## src/rtl/sdram_line_fetcher.sv

```systemverilog
// Burst read master for the DDR local interface with credit-limited
// outstanding reads feeding a first-word-fall-through pixel FIFO.
module sdram_line_fetcher #(
    parameter int ADDR_W     = 26,
    parameter int DATA_W     = 32,
    parameter int MAX_BURST  = 4,
    parameter int FIFO_DEPTH = 16
) (
    input  logic                  clk,
    input  logic                  reset_n,
    input  logic                  start,
    input  logic [ADDR_W-1:0]     start_addr,
    input  logic [15:0]           word_count,
    output logic                  busy,
    output logic                  done,
    output logic                  err,
    input  logic                  local_init_done,
    input  logic                  local_ready,
    output logic                  local_read_req,
    output logic                  local_write_req,
    output logic                  local_burstbegin,
    output logic [ADDR_W-1:0]     local_address,
    output logic [2:0]            local_size,
    output logic [DATA_W/8-1:0]   local_be,
    input  logic [DATA_W-1:0]     local_rdata,
    input  logic                  local_rdata_valid,
    output logic [DATA_W-1:0]     pix_data,
    output logic                  pix_valid,
    input  logic                  pix_ready
);

    localparam int CW = $clog2(FIFO_DEPTH) + 1;
    localparam int PW = $clog2(FIFO_DEPTH);

    localparam logic [1:0] S_IDLE  = 2'd0;
    localparam logic [1:0] S_WAIT  = 2'd1;
    localparam logic [1:0] S_ISSUE = 2'd2;
    localparam logic [1:0] S_FLUSH = 2'd3;

    logic [1:0]        state_q, state_d;
    logic [ADDR_W-1:0] addr_q, addr_d;
    logic [15:0]       rem_q, rem_d;
    logic [CW-1:0]     out_q, out_d;
    logic [CW-1:0]     cnt_q, cnt_d;
    logic [PW-1:0]     wp_q, rp_q;
    logic              pres_q, pres_d;
    logic              done_q, done_d;
    logic              err_q, err_d;
    logic [DATA_W-1:0] mem_q [FIFO_DEPTH];

    logic [2:0]        len;
    logic [CW+1:0]     need;
    logic              req, accept, push, pop;

    always_comb begin
        if (rem_q < 16'(MAX_BURST)) len = rem_q[2:0];
        else                        len = 3'(MAX_BURST);
    end

    // Reserve FIFO room for every word already in flight plus this burst.
    assign need   = (CW+2)'(cnt_q) + (CW+2)'(out_q) + (CW+2)'(len);
    assign req    = (state_q == S_ISSUE) && (need <= (CW+2)'(FIFO_DEPTH));
    assign accept = req && local_ready;
    assign push   = local_rdata_valid && (out_q != '0);
    assign pop    = pix_ready && (cnt_q != '0);

    always_comb begin
        state_d = state_q;
        addr_d  = addr_q;
        rem_d   = rem_q;
        done_d  = 1'b0;
        err_d   = err_q | (local_rdata_valid && (out_q == '0));
        pres_d  = req && !local_ready;
        out_d   = out_q + (accept ? CW'(len) : '0) - (push ? CW'(1) : '0);
        cnt_d   = cnt_q + CW'(push) - CW'(pop);
        unique case (state_q)
            S_IDLE: begin
                if (start) begin
                    if (word_count == 16'd0) begin
                        done_d = 1'b1;
                    end else begin
                        addr_d  = start_addr;
                        rem_d   = word_count;
                        state_d = S_WAIT;
                    end
                end
            end
            S_WAIT: begin
                if (local_init_done) state_d = S_ISSUE;
            end
            S_ISSUE: begin
                if (accept) begin
                    addr_d = addr_q + ADDR_W'(len);
                    rem_d  = rem_q - 16'(len);
                    if (rem_q == 16'(len)) state_d = S_FLUSH;
                end
            end
            S_FLUSH: begin
                if (out_d == '0) begin
                    state_d = S_IDLE;
                    done_d  = 1'b1;
                end
            end
            default: state_d = S_IDLE;
        endcase
    end

    always_ff @(posedge clk or negedge reset_n) begin
        if (!reset_n) begin
            state_q <= S_IDLE;
            addr_q  <= '0;
            rem_q   <= '0;
            out_q   <= '0;
            cnt_q   <= '0;
            wp_q    <= '0;
            rp_q    <= '0;
            pres_q  <= 1'b0;
            done_q  <= 1'b0;
            err_q   <= 1'b0;
        end else begin
            state_q <= state_d;
            addr_q  <= addr_d;
            rem_q   <= rem_d;
            out_q   <= out_d;
            cnt_q   <= cnt_d;
            pres_q  <= pres_d;
            done_q  <= done_d;
            err_q   <= err_d;
            if (push) wp_q <= wp_q + 1'b1;
            if (pop)  rp_q <= rp_q + 1'b1;
        end
    end

    always_ff @(posedge clk) begin
        if (push) mem_q[wp_q] <= local_rdata;
    end

    assign busy             = (state_q != S_IDLE);
    assign done             = done_q;
    assign err              = err_q;
    assign local_read_req   = req;
    assign local_write_req  = 1'b0;
    assign local_burstbegin = req && !pres_q;
    assign local_address    = addr_q;
    assign local_size       = len;
    assign local_be         = '1;
    assign pix_valid        = (cnt_q != '0);
    assign pix_data         = pix_valid ? mem_q[rp_q] : '0;

endmodule
```

## config.mk

```make
export PLATFORM = sky130hd
export DESIGN_NAME = sdram_line_fetcher
export DESIGN_NICKNAME = d
export VERILOG_FILES = /design/src/rtl/sdram_line_fetcher.sv
export SDC_FILE = /design/constraint.sdc
export NUM_CORES = 1
export LEC_CHECK = 0
export CAP_MARGIN = 20
export CORE_ASPECT_RATIO = 1.5
export CORE_MARGIN = 5
export CORE_UTILIZATION = 54
export DETAILED_ROUTE_END_ITERATION = 10
export GPL_TIMING_DRIVEN = 0
export MAX_ROUTING_LAYER = met4
export PLACE_DENSITY = 0.77
export RECOVER_POWER = 25
export SYNTH_ARGS = -nofsm -noshare
export SYNTH_HDL_FRONTEND = slang
export SYNTH_SLANG_ARGS = --single-unit
```

## constraint.sdc

```tcl
create_clock -name clk -period 10.71 [get_ports clk]
set_clock_uncertainty 0.2 [all_clocks]
set_input_delay 1.6065 -clock clk [delete_from_list [all_inputs] [get_ports clk]]
set_output_delay 1.6065 -clock clk [all_outputs]
set_load 0.01 [all_outputs]
```

Word-level counts from Yosys, hierarchy flattened

Memories as Yosys holds them, arrays and structs flattened.
Cells that the tools add are included.

Register bits: 65
RAM bits: 512
Input port bits: 81
Output and inout port bits: 72
Word-level logic and storage cells: 78
Memories kept: 1

Add/subtract/negate cells: 10
$lt $le $gt $ge: 2
Equal/unequal tests: 10
Multiplexer cells: 25
Bitwise gates (word level): 1
Reductions and logical operators: 19

Memories:

| memory | words | width | read ports | clocked after Yosys merged registers in | wr ports | RTL line | source |
|---|---|---|---|---|---|---|---|
| mem_q  | 16    | 32    | 1          | 0                                       | 1        | 49       | `logic [DATA_W-1:0] mem_q [FIFO_DEPTH];` |

Operator list:

| cell                                                                             | count |
|---|---|
| 26-bit 2-to-1 mux                                                                | 3 |
| 26-bit one-hot mux with 2 select lines                                           | 1 |
| 16-bit 2-to-1 mux                                                                | 3 |
| 32-bit 2-to-1 mux                                                                | 1 |
| 16-bit one-hot mux with 2 select lines                                           | 1 |
| 26-bit by 3-bit adder with 26-bit output                                         | 1 |
| 16-bit by 3-bit == test with 1-bit output                                        | 1 |
| 16-bit zero test                                                                 | 1 |
| 16-bit by 3-bit less-than comparator with 1-bit output, second input constant    | 1 |
| 16-bit by 3-bit subtractor with 16-bit output                                    | 1 |
| 2-bit 2-to-1 mux                                                                 | 6 |
| 5-bit zero test                                                                  | 2 |
| 2-bit != test, second input constant                                             | 5 |
| 5-bit nonzero test                                                               | 2 |
| 5-bit by 1-bit subtractor with 5-bit output                                      | 2 |
| 4-bit by 1-bit adder with 4-bit output, second input constant                    | 2 |
| 2-bit one-hot mux with 4 select lines                                            | 1 |
| 6-bit by 3-bit adder with 7-bit output                                           | 1 |
| 7-bit by 5-bit less-or-equal comparator with 1-bit output, second input constant | 1 |
| 1-bit logical AND                                                                | 7 |
| 5-bit by 5-bit adder with 6-bit output                                           | 1 |
| 1-bit 2-to-1 mux                                                                 | 6 |
| 3-bit 2-to-1 mux                                                                 | 2 |
| 6-bit AND reduction                                                              | 1 |
| other kinds (11)                                                                 | 14 |

Longest topological paths before layout

Word-level depth: 12
Mapped depth: 26
Gate-level depth less buffers: 26

Worst setup path before layout

No wires, ideal clock.

Path kind: register -> register
From: register rem_q[10]
To: register state_q[1]
Library setup time: 0.125 ns
Arrival time: 5.858 ns
Data required time: 10.385 ns
Setup slack: 4.526 ns
Cell stages (with the launch flop): 27
Buffers on the path: 0
Period minus slack after synthesis: 6.184 ns
Cell sequence: dfrtp_1 -> or4_4 -> nor3b_4 -> nand2_1 -> inv_1 -> nand2_1 -> inv_1 -> fa_1 -> ha_1 -> inv_1 -> fa_1 -> nor3b_1 -> and4b_1 -> o211ai_1 -> nand2_1 -> nand2_1 -> ha_1 -> inv_1 -> ha_1 -> inv_1 -> fa_1 -> inv_1 -> nor3_1 -> o221ai_1 -> a211o_1 -> a211o_1 -> mux2_4

Cells in the longest elaborated chain, start to end: 12
Elaborated cells on any way between the ends: 15
Those cells by class: 3 x add/sub; 2 x order compare; 4 x eq/ne; 2 x mux; 4 x reduce/logical

Ends and longest elaborated chain:

| item                                                      | RTL line | source |
|---|---|---|
| start, declared                                           | 42       | `logic [15:0] rem_q, rem_d;` |
| start signal, assigned                                    | 123      | `rem_q <= rem_d;` |
| 16-bit by 3-bit less-than comparator with 1-bit output    | 56       | `if (rem_q < 16'(MAX_BURST)) len = rem_q[2:0];` |
| 3-bit 2-to-1 mux                                          | 56       |  |
| named net local_size[2]                                   | 23       | `output logic [2:0] local_size,` |
| 6-bit by 3-bit adder with 7-bit output                    | 61       | `assign need = (CW+2)'(cnt_q) + (CW+2)'(out_q) + (CW+2)'(len);` |
| 7-bit by 5-bit less-or-equal comparator with 1-bit output | 62       | `assign req = (state_q == S_ISSUE) && (need <= (CW+2)'(FIFO_DEPTH));` |
| 1-bit logical AND                                         | 62       |  |
| 1-bit logical AND                                         | 63       | `assign accept = req && local_ready;` |
| 3-bit 2-to-1 mux                                          | 74       | `out_d = out_q + (accept ? CW'(len) : '0) - (push ? CW'(1) : '0);` |
| 5-bit by 3-bit adder with 5-bit output                    | 74       |  |
| 5-bit by 1-bit subtractor with 5-bit output               | 74       |  |
| named net out_d[1]                                        | 43       | `logic [CW-1:0] out_q, out_d;` |
| 5-bit zero test                                           | 99       | `if (out_d == '0) begin` |
| 2-bit != test (no source line)                            | -        |  |
| 6-bit AND reduction (no source line)                      | -        |  |
| end signal, assigned                                      | 121      | `state_q <= state_d;` |
| end, declared                                             | 40       | `logic [1:0] state_q, state_d;` |

The timed path passes the listed nets, and every way through them passes these cells.
A chain may end at the register's enable or synchronous reset.

Final worst setup path

From: register rem_q[10]
To: output port local_burstbegin

Cells in the longest elaborated chain, start to end: 6

Ends and longest elaborated chain:

| item                                                      | RTL line | source |
|---|---|---|
| 16-bit by 3-bit less-than comparator with 1-bit output    | 56       |  |
| 3-bit 2-to-1 mux                                          | 56       |  |
| 6-bit by 3-bit adder with 7-bit output                    | 61       |  |
| 7-bit by 5-bit less-or-equal comparator with 1-bit output | 62       |  |
| 1-bit logical AND                                         | 62       |  |
| 1-bit logical AND                                         | 143      | `assign local_burstbegin = req && !pres_q;` |
| end, declared                                             | 21       | `output logic local_burstbegin,` |

No other way between the ends.

==> flow_metrics.env <==
export IMPL_whs_ns=0.264
export IMPL_path_clk_slew_ns=0.07
export IMPL_power_density_nw_per_um2=281
export IMPL_finalPower_mw=8.04
export IMPL_hold_violations=0
export IMPL_dp_slack_ns=3.72
export IMPL_start_util_pct=54.7
export IMPL_drtIter0Drc=1455
export IMPL_failed_checks="max-capacitance violations, max-slew violations"
export IMPL_rows=94
export IMPL_synthTopCellsByArea="edfxtp_1 64%, mux4_2 15%, dfrtp_1 6.8%, ha_1 1.7%, and2_1 0.88%"
export IMPL_ys_types=74
export IMPL_gp_congestion=1.00
export IMPL_synth_ff_type="edfxtp_1"
export IMPL_cp_end_kind="primary output"
export IMPL_ir_drop_mv=0.183
export IMPL_cp_slowest_stage_delay_ns=0.61
export IMPL_cap_viol_max_count=1
export IMPL_ys_ff_latch=577
export IMPL_final_util_pct=65.0
export IMPL_antenna_left=0
export IMPL_tightest_slew_ns=3.83
export IMPL_nNetsFinal=1658
export IMPL_antenna_found_initial=3
export IMPL_die_y_um=269
export IMPL_rsz0062_at_grt="no"
export IMPL_root_buffer="clkbuf_16"
export IMPL_worstPathBufferInverterCount=2
export IMPL_grt_max_degree=66
export IMPL_cts_buffer_depth=3
export IMPL_path_max_fanout=8
export IMPL_drc=0
export IMPL_slowest_stage="clkdlybuf4s50_1"
export IMPL_syn_area_um2=24100
export IMPL_yosysWarnings=0
export IMPL_pin_count=153
export IMPL_r2r_slack_ns=3.70
export IMPL_drt_wl_total_mm=62.2
export IMPL_cts_buffers=52
export IMPL_placed_area_um2=26900
export IMPL_htreeDepth=2
export IMPL_finalSetupViolCount=0
export IMPL_viasPerCell=6.43
export IMPL_grt_util_all_layers_pct=26.4
export IMPL_p_leak_nw=9.45
export IMPL_criticalPathCategory="reg -> out"
export IMPL_drive_gt1_share_pct=19.8
export IMPL_grt_pass1_vias=14447
export IMPL_fin_crit_sh_pct=67.2
export IMPL_crit_chain="or4_4, nor3b_4, nand2_1, nor2_1, fa_1, ha_1, inv_1, fa_1, nor3b_1, and4b_1, o21ai_0, o21a_1, nor4_1, clkdlybuf4s50_1"
export IMPL_vias=13867
export IMPL_required_ns=8.90
export IMPL_fmax_mhz=139
export IMPL_worstPathArrival_ns=5.39
export IMPL_areaGrowthSynthToFinish_pct=18.7
export IMPL_synthArstFlopShare_pct=11.3
export IMPL_synth_top_area_share_pct=63.9
export IMPL_placed_cells=2057
export IMPL_finalMaxSlewViolations=66
export IMPL_cp_start_kind="register"
export IMPL_cpMostUsedCell="fa_1"
export IMPL_cts_resized=0
export IMPL_grt_overflow=0
export IMPL_ctsHoldBuffers=0
export IMPL_synth_edf_count=512
export IMPL_cts_tree="yes"
export IMPL_first_pass_iters=6
export IMPL_crit_family="simple AND/OR/NAND/NOR gates"
export IMPL_dieArea_um2=49000
export IMPL_stdcell_count=2157
export IMPL_numPortBuffers=147
export IMPL_routedWlPerCell_um=28.8
export IMPL_seq_area_frac_synth_pct=70.6
export IMPL_hp_class="reg -> reg"
export IMPL_cts_sinks=577
export IMPL_status="complete, but fails checks"
export IMPL_core_um2=44000
export IMPL_period_needed_ns=7.20
export IMPL_dp_hpwl_mm=40.1
export IMPL_cts_setup_buffers=0
export IMPL_synth_top_area_cell="edfxtp_1"
export IMPL_clk_latency_ns=0.57
export IMPL_finalWorstSetupSlack_ns=3.51
export IMPL_relSlewSlack_pct=-155
export IMPL_postSynthAreaPerCell_um2=18.5
export IMPL_grt_first_pass_wirelength_mm=93.3
export IMPL_synth_cells=1301
export IMPL_setup_tns_ns=0
export IMPL_fin_area_um2=28600
export IMPL_die_w_um=182
## cell families (layout without fill, tap and decap cells)
logic type | Yosys count | after routing | share of synthesized area [%]
flops | 577 | 577 | 70.6
fa+ha+maj | 39 | 39 | 2.24
buf+inv | 114 | 388 | 1.91
compound gates | 151 | 151 | 4.31
xor+xnor | 14 | 14 | 0.509
other cells | 2 | 8 | 0.0312
mux | 164 | 164 | 15.2
simple gates | 240 | 240 | 5.22
## worst reg2reg max path, cell delays in order, from the launching register on
cell and delay [ns]:
dfrtp_1 0.42, or4_4 0.58, nor3b_4 0.40, nand2_1 0.32
inv_1 0.21, nand2_1 0.11, inv_1 0.19, fa_1 0.43
ha_1 0.24, inv_1 0.07, fa_1 0.43, nor3b_1 0.18
and4b_1 0.23, o211ai_1 0.22, nand2_1 0.14, nand2_1 0.10
ha_1 0.22, inv_1 0.06, ha_1 0.16, inv_1 0.06
fa_1 0.48, inv_1 0.06, nor3_1 0.37, o221ai_1 0.19
a211o_1 0.25, a211o_1 0.30, mux2_4 0.30
## layout make-up
type,instances,area (um2)
Fill cell,2950,15400
Buffer,70,295
Timing Repair Buffer,179,1970
Inverter,44,165
Antenna cell,2,5.00
Clock inverter,32,347
Multi-Input combinational cell,614,6740
Clock buffer,63,1340
Tap cell,576,721
Sequential cell,577,17000
## report_power, final
part | switching [mW] | internal, mW | total [mW]
sequential | 0.187 | 2.78 | 2.97
combinational | 1.68 | 1.54 | 3.22
clock | 0.818 | 1.05 | 1.86
## cell usage in the layout, fill, tap and decap left out, types with 34 or more instances in the layout
| master | synthesis | layout |
|---|---|---|
| clkdlybuf4s50_1 | 0 | 128 |
| mux4_2 | 160 | 160 |
| edfxtp_1 | 512 | 512 |
| nand2_1 | 45 | 45 |
| clkbuf_1 | 49 | 61 |
| inv_1 | 43 | 43 |
| and2_1 | 34 | 34 |
| clkbuf_16 | 0 | 52 |
| nor2_1 | 46 | 34 |
| dfrtp_1 | 65 | 65 |
## final timing paths
path	startpoint	to	cells past startpoint
setup / recovery	rem_q[10]$_DFFE_PN0P_	local_burstbegin	14
hold / removal	err$_DFF_PN0_	err$_DFF_PN0_	1
setup reg to reg	rem_q[10]$_DFFE_PN0P_	state_q[1]$_DFFE_PN0P_	26
hold reg to reg	err$_DFF_PN0_	err$_DFF_PN0_	1
max in group asynchronous	reset_n	rem_q[7]$_DFFE_PN0P_	1
min in group asynchronous	reset_n	out_q[1]$_DFF_PN0_	1
## state kept, by name, summed over array words and instances, names as in the netlist
| signal | count |
|---|---|
| err | 1 |
| mem_q | 512 |
| rem_q | 16 |
| local_address | 26 |
| done | 1 |
| out_q | 5 |
| state_q | 2 |
| wp_q | 4 |
| rp_q | 4 |
| cnt_q | 5 |
| pres_q | 1 |
## synth_stat cells, types with 12 or more instances
library cell	number
nor3_1	27
mux4_2	160
ha_1	32
o21ai_0	29
nand3_1	32
inv_1	43
dfrtp_1	65
nand2_1	45
clkbuf_1	49
nor2_1	46
edfxtp_1	512
and2_1	34
a31oi_1	12
a21oi_1	29
## routing by layer
metal	track usage, %	up-vias	wire length, um
met3	4.53	171	4890
met5	-	-	0
met2	45.9	826	33100
li1	-	5758	-
met4	8.67	0	2390
met1	31.8	7112	21800
No activity file was read; power rests on OpenSTA's default activity.
